## config.mk

```make
export PLATFORM = sky130hd
export DESIGN_NAME = if_fetch_unit
export DESIGN_NICKNAME = d
export VERILOG_FILES = /design/src/rtl/if_fetch_unit.sv
export SDC_FILE = /design/constraint.sdc
export NUM_CORES = 1
export LEC_CHECK = 0
export ABC_AREA = 1
export CORE_AREA = 2 2 149 151
export CTS_CLUSTER_SIZE = 10
export DETAILED_ROUTE_END_ITERATION = 10
export DIE_AREA = 0 0 151 153
export PLACE_DENSITY = 0.69
export SYNTH_ARGS = -nofsm -noshare
export SYNTH_HDL_FRONTEND = slang
export SYNTH_SLANG_ARGS = --single-unit
export TNS_END_PERCENT = 20
```

## constraint.sdc

```tcl
create_clock -name clk -period 7.2 [get_ports clk]
set_input_delay 1.44 -clock clk [delete_from_list [all_inputs] [get_ports clk]]
set_output_delay 1.44 -clock clk [all_outputs]
set_load 0.02 [all_outputs]
```

## src/rtl/if_fetch_unit.sv

```systemverilog
// if_fetch_unit
// Instruction-fetch front end that produces the PC/instruction pair for the
// IF/ID pipeline register. It walks sequential word addresses and issues them
// on a valid/ready instruction-memory port. Responses return in order with
// variable latency and are paired with their PC through a small address
// queue. They are then buffered in a BUF_DEPTH-entry FIFO. A redirect flushes
// the FIFO and restarts fetching at redirect_pc. Responses still in flight at
// that moment are counted so they can be dropped when they arrive.
//
// Ports:
//   clk              in   1   clock, rising edge
//   reset            in   1   synchronous, active-high
//   stall            in   1   hold the head entry (not consumed)
//   redirect         in   1   branch/jump taken: flush and refetch
//   redirect_pc      in  32   new fetch address (low two bits ignored)
//   imem_req_valid   out  1   fetch request valid
//   imem_req_ready   in   1   memory accepts the request this cycle
//   imem_req_addr    out 32   word-aligned fetch address
//   imem_resp_valid  in   1   in-order response valid
//   imem_resp_data   in  32   returned instruction
//   if_pc            out 32   PC of the head entry (0 when empty)
//   if_instruction   out 32   instruction of the head entry (NOP when empty)
//   if_valid         out  1   head entry valid
module if_fetch_unit #(
    parameter logic [31:0] RESET_PC  = 32'h0000_0000,
    parameter int          BUF_DEPTH = 2,
    parameter logic [31:0] NOP_INSTR = 32'h0000_0013
) (
    input  logic        clk,
    input  logic        reset,
    input  logic        stall,
    input  logic        redirect,
    input  logic [31:0] redirect_pc,
    output logic        imem_req_valid,
    input  logic        imem_req_ready,
    output logic [31:0] imem_req_addr,
    input  logic        imem_resp_valid,
    input  logic [31:0] imem_resp_data,
    output logic [31:0] if_pc,
    output logic [31:0] if_instruction,
    output logic        if_valid
);

    localparam int PW = $clog2(BUF_DEPTH);
    localparam int CW = $clog2(BUF_DEPTH + 1);
    localparam logic [CW:0] DEPTH_W = (CW + 1)'(BUF_DEPTH);

    logic [31:0]   fetch_pc;

    logic [31:0]   buf_pc    [BUF_DEPTH];
    logic [31:0]   buf_instr [BUF_DEPTH];
    logic [PW-1:0] buf_rd;
    logic [PW-1:0] buf_wr;
    logic [CW-1:0] count;

    logic [31:0]   pcq [BUF_DEPTH];
    logic [PW-1:0] pcq_rd;
    logic [PW-1:0] pcq_wr;
    logic [CW-1:0] outstanding;
    logic [CW-1:0] discard;

    logic [CW:0]   occupancy;
    logic          accept;
    logic          resp_fire;
    logic          push;
    logic          pop;

    // Alignment bits of the redirect target are deliberately dropped.
    logic          unused_low_bits;
    assign unused_low_bits = ^redirect_pc[1:0];

    // Buffered plus in-flight fetches never exceed BUF_DEPTH, so every
    // response that is kept is guaranteed a free FIFO slot.
    assign occupancy      = {1'b0, count} + {1'b0, outstanding};
    assign imem_req_valid = !reset && !redirect && (occupancy < DEPTH_W);
    assign imem_req_addr  = fetch_pc;

    assign accept    = imem_req_valid && imem_req_ready;
    // A response with nothing outstanding is a protocol error and is ignored.
    assign resp_fire = imem_resp_valid && (outstanding != '0);
    assign push      = resp_fire && (discard == '0) && !redirect;
    assign pop       = (count != '0) && !stall && !redirect;

    assign if_valid       = (count != '0);
    assign if_pc          = if_valid ? buf_pc[buf_rd] : 32'h0000_0000;
    assign if_instruction = if_valid ? buf_instr[buf_rd] : NOP_INSTR;

    // Control state. The address queue keeps popping through a redirect so
    // that stale responses stay paired with the right slot.
    always_ff @(posedge clk) begin
        if (reset) begin
            fetch_pc    <= RESET_PC;
            buf_rd      <= '0;
            buf_wr      <= '0;
            count       <= '0;
            pcq_rd      <= '0;
            pcq_wr      <= '0;
            outstanding <= '0;
            discard     <= '0;
        end else begin
            if (accept) begin
                pcq_wr <= pcq_wr + 1'b1;
            end
            if (resp_fire) begin
                pcq_rd <= pcq_rd + 1'b1;
            end
            outstanding <= outstanding + CW'(accept) - CW'(resp_fire);

            if (redirect) begin
                fetch_pc <= {redirect_pc[31:2], 2'b00};
                buf_rd   <= '0;
                buf_wr   <= '0;
                count    <= '0;
                // Everything still in flight after this edge is stale.
                discard  <= outstanding - CW'(resp_fire);
            end else begin
                if (accept) begin
                    fetch_pc <= fetch_pc + 32'd4;
                end
                if (resp_fire && (discard != '0)) begin
                    discard <= discard - 1'b1;
                end
                if (push) begin
                    buf_wr <= buf_wr + 1'b1;
                end
                if (pop) begin
                    buf_rd <= buf_rd + 1'b1;
                end
                count <= count + CW'(push) - CW'(pop);
            end
        end
    end

    // Storage arrays need no reset; validity is tracked by the counters.
    always_ff @(posedge clk) begin
        if (!reset && accept) begin
            pcq[pcq_wr] <= fetch_pc;
        end
        if (!reset && push) begin
            buf_pc[buf_wr]    <= pcq[pcq_rd];
            buf_instr[buf_wr] <= imem_resp_data;
        end
    end

endmodule

```

==> results.md, run 1 <==
- Vias in the first global route: 6528
- Vias/cell: ~5.0
- Die width: 151 um
- Drt drc: 0
- R2R setup slack: ~4.5 ns
- Critical Path RT: 5.76 ns
- # resized after CTS: 0
- Diode count: 0
- Worst-margin pin slew: 0.899 ns
- Static Leak: 4.34 nW
- Mapped Area: ~9500 sq um
- Final Wtd Congestion: 0.911
- R2r startpoint: count[0]
- Initial antenna violation count: 0
- Yosys warns: 0
- Fin Hold WS: 0.454 ns
- CTS root buffer: clkbuf_16
- Syn Inst Count: 860
- Worst setup SP type: input port
- Min-Delay Startpoint: pcq_rd
- Fmax: ~220 MHz
- Pwr dens: 250 nW/um^2
- Final #Nets: 1102
- Worst-path clk slew: 0.05 ns
- Fin cells: 1324
- Wire per inst: 15.8 um
- R2r worst-path depth: 11
- Full die area: 23100 sq um
- Fin Setup TNS: 0 ns
- WP data arrival: 3.18 ns
- Detail Placement HPWL: about 13 mm
- Max-Cap Viols: 0
- Largest net degree at the start of global routing: 64
- Worst Path Max Fanout: 28
- VDD IR max: ~0.14 mV
- Met3 wire len: 1.23 mm
- Drt total wl: 20.9 mm
- Hold crit path type: register to register
- Core area: about 21000 sq um
- Post-CTS Setup Bufs: 0
- Initial core utilization: 0.443
- DP Cell Count: 1276
- Total power: approximately 3 mW
- Top Layer Used: met4
- Yosys reg bits: around 230
- GR Overflow Total: 0
- DRT Pass-1 Iters: 7
- Synth area leader: edfxtp_1
- First-pass GRT wire length: 33.2 mm
- I/O Buffers: around 160
- All-Layer GR Usage: 0.181
- Post-Place Worst Slack: 2.57 ns
- Post-synthesis sequential area ratio: 0.669
- Min cycle time layout: 4.62 ns
- Total clock buffers created by CTS: 26
- Clock Sink Count: 226
- Share of cells above drive strength 1: 0.0929
- Top cell type's share of synthesized area: 0.580
- First-iteration detailed-routing DRC count: between 400 and 500
- Final ANT Viol Nets: 0
- Area Growth Syn to Fin: 27.7%
- Final Max Slew Viols: 0
- Period utilisation layout: 0.641
- Clock Skews: ~0.017 ns
- Worst hold stages: 1
- Relative slew margins: 0.400
- H-Tree Depth: 1
- Fin. Hold Viols: 0
- CTS Buffer Depth: 3
- DRT met1 WL: 9.43 mm
- Critical Path Sink Type: primary output
- Worst-Skew Late Latency: just over 0.5 ns
- Met2 wire len: 9.86 mm
- Layout filler cell count: 1795
- End of the worst register-to-register path: imem_req_addr[12]
- Hold_buf cts: 0
- Critical path class: input port to primary output
- Number of I/O pins: 168
- Top cells by area, synth: edfxtp_1 (58%), nand2_1 (9.6%), dfxtp_1 (8.8%)
- Vias: between 6000 and 7000
- CTS tree: yes
- Status: finished clean
- Synth unique cells: 39
- RSZ-0062 raised after global routing: false
- Syn avg cell area: 11.1 sq um
- Die Height: 153 um
- Final Worst Setup Slack: between 2 and 3 ns
- Row cnt: 54
- Setup violations, final: 0
[critical path, cell delays in order]
cell and delay [ns]:
clkdlybuf4s50_1 0.39, buf_4 0.24, nor2_4 0.19, inv_1 0.13, nor3_1 0.15, clkdlybuf4s50_1 0.63
[kinds of logic after synthesis]
kind of cell               count (synthesis)  synth area share
DFF                                      226             0.669
buffers and inverters                    109            0.0488
and+or+nand+nor                          346             0.154
muxes                                     30            0.0355
other                                      1          0.000394
xor gates and xnor gates                  12            0.0110
adders and majority gates                  8            0.0113
AOI/OAI and AO/OA                        128            0.0699
[routing by layer]
metal	track usage	vias to the layer above
met1	0.242	3076
met5	0	-
met3	0.0310	31
met2	0.303	199
met4	0.0521	0
li1	-	3256
[how the worst max path moves through the flow]
| stage | slack [ns] | startpoint | endpoint |
|---|---|---|---|
| 2_1_floorplan | 0.55 | reset | buf_instr[0][0] |
| 3_3_place_gp | 2.57 | reset | imem_req_valid |
| 3_5_place_dp | 2.57 | reset | imem_req_valid |
| 4_1_cts | 2.57 | reset | imem_req_valid |
| 5_1_grt | 2.45 | reset | imem_req_valid |
| 6_report | 2.58 | reset | imem_req_valid |
[per-stage QoR]
stage | cell area (sq um) | util
global placement | 11400 | 0.531
floorplan | 9530 | -
global route | 12200 | 0.566
CTS | 12200 | 0.566
detailed placement | 11400 | 0.531
finish | 12200 | 0.566
[Yosys cell counts]
| cell type | instances |
|---|---|
| nand3_1 | 35 |
| o22ai_1 | 1 |
| inv_6 | 1 |
| conb_1 | 1 |
| nor3_1 | 7 |
| nor3b_1 | 1 |
| nor2_4 | 7 |
| inv_1 | 69 |
| a31oi_1 | 5 |
| dfxtp_1 | 42 |
| nand3_2 | 2 |
| buf_4 | 7 |
| clkbuf_1 | 26 |
| nand2_2 | 3 |
| nand2_1 | 244 |
| nand3b_1 | 1 |
| o21ai_1 | 1 |
| buf_1 | 1 |
| mux2_2 | 30 |
| nand2_4 | 1 |
| inv_2 | 1 |
| buf_2 | 1 |
| edfxtp_1 | 184 |
| o31ai_1 | 1 |
| nor2_2 | 6 |
| xor2_1 | 10 |
| xnor2_1 | 2 |
| nand4_1 | 4 |
| a211oi_1 | 1 |
| or2_2 | 2 |
| o221ai_1 | 1 |
| nor2_1 | 33 |
| o21bai_1 | 2 |
| ha_1 | 7 |
| fa_1 | 1 |
| buf_6 | 3 |
| o21ai_0 | 27 |
| a32oi_1 | 1 |
| a21oi_1 | 88 |
[sequential cells by signal, summed over array words and instances, names as in the netlist, 2 cells and up, named ones only]
| register | count |
|---|---|
| buf_instr | 64 |
| discard | 2 |
| imem_req_addr | 30 |
| pcq | 60 |
| buf_pc | 60 |
| count | 2 |
| outstanding | 2 |
[cell type report]
type	instances	area, sq um	share of cell area
Clock buffer	47	751	0.0618
Clock inverter	1	5.00	0.000412
Inverter	71	272	0.0223
Multi-Input combinational cell	528	2720	0.224
Sequential cell	226	6370	0.524
Tap cell	280	350	0.0288
Timing Repair Buffer	171	1690	0.139
[layout by cell type, fill, tap and decap left out, types with 3 or more instances in the layout]
master,n
buf_4,10
nor3_1,5
o21ai_0,27
clkbuf_16,27
nand2_1,244
edfxtp_1,184
a31oi_1,5
nor2_2,8
nand4_1,4
nor2_4,8
clkbuf_1,20
inv_1,69
nand3_1,35
xor2_1,10
dfxtp_1,41
nor2_1,30
clkdlybuf4s50_1,161
nand2_2,3
a21oi_1,88
conb_1,4
ha_1,7
mux2_2,30
[power by group]
part / total, mW / internal, mW / switching (mW)
Sequential: 1.53 / 1.49 / 0.0384
Clock: 1.16 / 0.696 / 0.467
Combinational: 0.347 / 0.156 / 0.190
No activity file was read; power rests on OpenSTA's default activity.
==> run 2, diff against run 1 <==
--- a/config.mk
+++ b/config.mk
@@ -10,7 +10,7 @@
 export CTS_CLUSTER_SIZE = 10
 export DETAILED_ROUTE_END_ITERATION = 10
 export DIE_AREA = 0 0 151 153
-export PLACE_DENSITY = 0.69
+export PLACE_DENSITY = 0.72
 export SYNTH_ARGS = -nofsm -noshare
 export SYNTH_HDL_FRONTEND = slang
 export SYNTH_SLANG_ARGS = --single-unit
==> constraint.sdc (replaced) <==
create_clock -name clk -period 4 [get_ports clk]
set_input_delay 0.8 -clock clk [delete_from_list [all_inputs] [get_ports clk]]
set_output_delay 0.8 -clock clk [all_outputs]
set_load 0.02 [all_outputs]
==> run 2 against run 1 <==
Net effect:
- via count grew 1.5%
- worst hold slack better by 0.0087 ns
- power up 81%
- die area is the same
- critical path depth decreased by 2
- final cell count rose by 0.23%
- register-to-register slack worse by 3.2 ns
- sequential share of layout area down 0.25 points
- count of clock-buffer cells in the layout unchanged
- setup slack got worse by 1.8 ns
- clock skew rose by 0.00065 ns
- largest cell class unchanged
- largest power group unchanged
- highest routed layer unchanged
==> results.md, run 2 (synthesized netlist as in run 1, its figures left out) <==
- Initial antenna violation count: 0
- Static Leak: 4.36 nW
- Internal power: 4.22 mW
- Top reg by flops: buf_instr
- Detail Placement HPWL: roughly 14 mm
- Critical Path RT: 3.20 ns
- Core area: 21500 sq um
- Pwr dens: 449 nW/um^2
- Clock Skews: 0.0178 ns
- Largest net degree at the start of global routing: 63
- CTS tree: yes
- Net switching power: approximately 1.3 mW
- Final ANT Viol Nets: 0
- Switching Share: 0.232
- Wire per inst: 16.2 um
- Worst setup SP type: register
- Fin Setup TNS: 0 ns
- End of the worst register-to-register path: imem_req_addr[8]
- Biggest regs: buf_instr: 64 flops, buf_pc: 60 flops, pcq: 60 flops
- Diode count: 0
- Final Wtd Congestion: about 0.84
- RSZ-0062 raised after global routing: false
- R2R setup slack: 1.29 ns
- Max-Cap Viols: 0
- Period utilisation layout: 0.816
- Status: finished clean
- Delay-heaviest family, CP: buffers and inverters
- R2r worst-path depth: 11
- Fin. Hold Viols: 0
- # resized after CTS: 0
- Commonest non-fill, non-tap cell in the layout: nand2_1
- Final Max Slew Viols: 0
- Drt drc: 0
- Share of cells above drive strength 1: 0.0946
- Most frequent cells in the layout: nand2_1 (244), edfxtp_1 (184), clkdlybuf4s50_1 (161), a21oi_1 (88), inv_1 (69)
- Worst-Skew Late Latency: roughly 0.52 ns
- Full die area: around 23000 sq um
- Area Growth Syn to Fin: 28.3%
- WP buf/inv: 2
- Hold_buf cts: 0
- First-pass GRT wire length: 34.0 mm
- Critical path class: register to primary output
- Die Height: 153 um
- WP data arrival: 2.47 ns
- Min-Delay Startpoint: pcq_rd
- Min cycle time layout: 3.27 ns
- Fmax: 306 MHz
- Met1 Usage GRT: 0.248
- GR Util met3: 0.0316
- GR Overflow Total: 0
- R2r startpoint: count[0]
- H-Tree Depth: 1
- Vias/cell: 5.02
- Die width: between 150 and 200 um
- VDD IR max: around 0.33 mV
- Post-Place Worst Slack: around 0.82 ns
- Worst hold stages: 1
- Clock Sink Count: 226
- Vias in the first global route: 6612
- Worst-margin pin slew: slightly above 0.7 ns
- Initial core utilization: 0.443
- Drt total wl: about 21 mm
- Setup violations, final: 0
- CTS root buffer: clkbuf_16
- Clk pwr share: 0.383
- Critical Path Max Stage Delay: 0.64 ns
- Sequential power share: 0.501
- All-Layer GR Usage: 0.185
- DRT Pass-1 Iters: 7
- First-iteration detailed-routing DRC count: roughly 420
- Top Usage Layer GRT: met2
- Row cnt: 54
- Final Worst Setup Slack: 0.735 ns
- Post-CTS Setup Bufs: 0
- Vias: between 6000 and 7000
- I/O Buffers: roughly 160
- Max reg flops: 64
- Relative slew margins: 0.515
- Total clock buffers created by CTS: 26
- Final #Nets: 1105
- Cell Chain, Critical Path: buf_4 -> nand2_1 -> a21oi_1 -> clkdlybuf4s50_1
- Worst-path clk slew: 0.06 ns
- Total power: 5.49 mW
- Number of I/O pins: 168
- GR Util met2: 0.316
- Slowest CP cell: clkdlybuf4s50_1
- Combinational share of power: 0.117
- Hold crit path type: register to register
- Critical Path Sink Type: primary output
- Worst Path Max Fanout: 62
- CTS Buffer Depth: 3
[run 2: cell types whose count changed in the layout (fill, tap and decap cells not counted)]
cell,previous run,this run
nor3_4,0,2
nor3_2,2,0
clkinv_1,0,1
buf_12,0,2
clkinv_2,1,0
buf_4,10,11
[run 2: layout make-up]
type / instances / area (sq um)
Fill cell: 1821 / 9270
Sequential cell: 226 / 6370
Multi-Input combinational cell: 528 / 2740
Timing Repair Buffer: 174 / 1730
Clock buffer: 47 / 751
Tap cell: 280 / 350
Inverter: 71 / 272
Clock inverter: 1 / 3.75
[run 2: worst max path at each step]
stage	startpoint	cells after the start	slack [ns]	endpoint
4_1_cts	register	5	0.64	if_pc[8]
6_report	register	4	0.73	if_pc[23]
5_1_grt	register	5	0.54	if_pc[8]
3_3_place_gp	reset	5	0.80	imem_req_valid
3_5_place_dp	reset	5	0.82	imem_req_valid
2_1_floorplan	reset	4	-0.1	buf_instr[0][0]
[run 2: metal layers]
layer  share of wire  vias to the layer above
met5               0                        -
met2            0.48                      199
met3           0.061                       24
met1            0.44                     3175
met4           0.017                        0
li1                -                     3260
[run 2: power by group through the flow]
| stage | logic, mW | clock network, mW | registers [mW] |
|---|---|---|---|
| finish | 0.640 | 2.10 | 2.75 |
| global route | 0.709 | 2.24 | 2.76 |
| CTS | 0.645 | 2.14 | 2.75 |
| detailed placement | 0.638 | 0 | 2.80 |
| global placement | 0.623 | 0 | 2.79 |
| floorplan | 0.370 | 0 | 2.80 |
[run 2: stage by stage]
stage,hold WS (ns),utilization,cells,instance area (sq um)
final,0.463,0.568,1327,12200
after global routing,0.486,0.568,1327,12200
after CTS,0.460,0.568,1327,12200
after detailed placement,0.453,0.533,1279,11500
after global placement,0.436,0.533,1279,11500
after floorplan,0.426,-,863,9540
[run 2: worst register-to-register path: stages, from the launching register on]
cell	delay, ns
dfxtp_1	0.40
nand2_1	0.08
inv_1	0.06
fa_1	0.42
nor2_1	0.19
nand3_2	0.33
nand2_2	0.44
inv_1	0.34
nand2_1	0.13
nand2_1	0.05
o21ai_1	0.07
a21oi_1	0.07
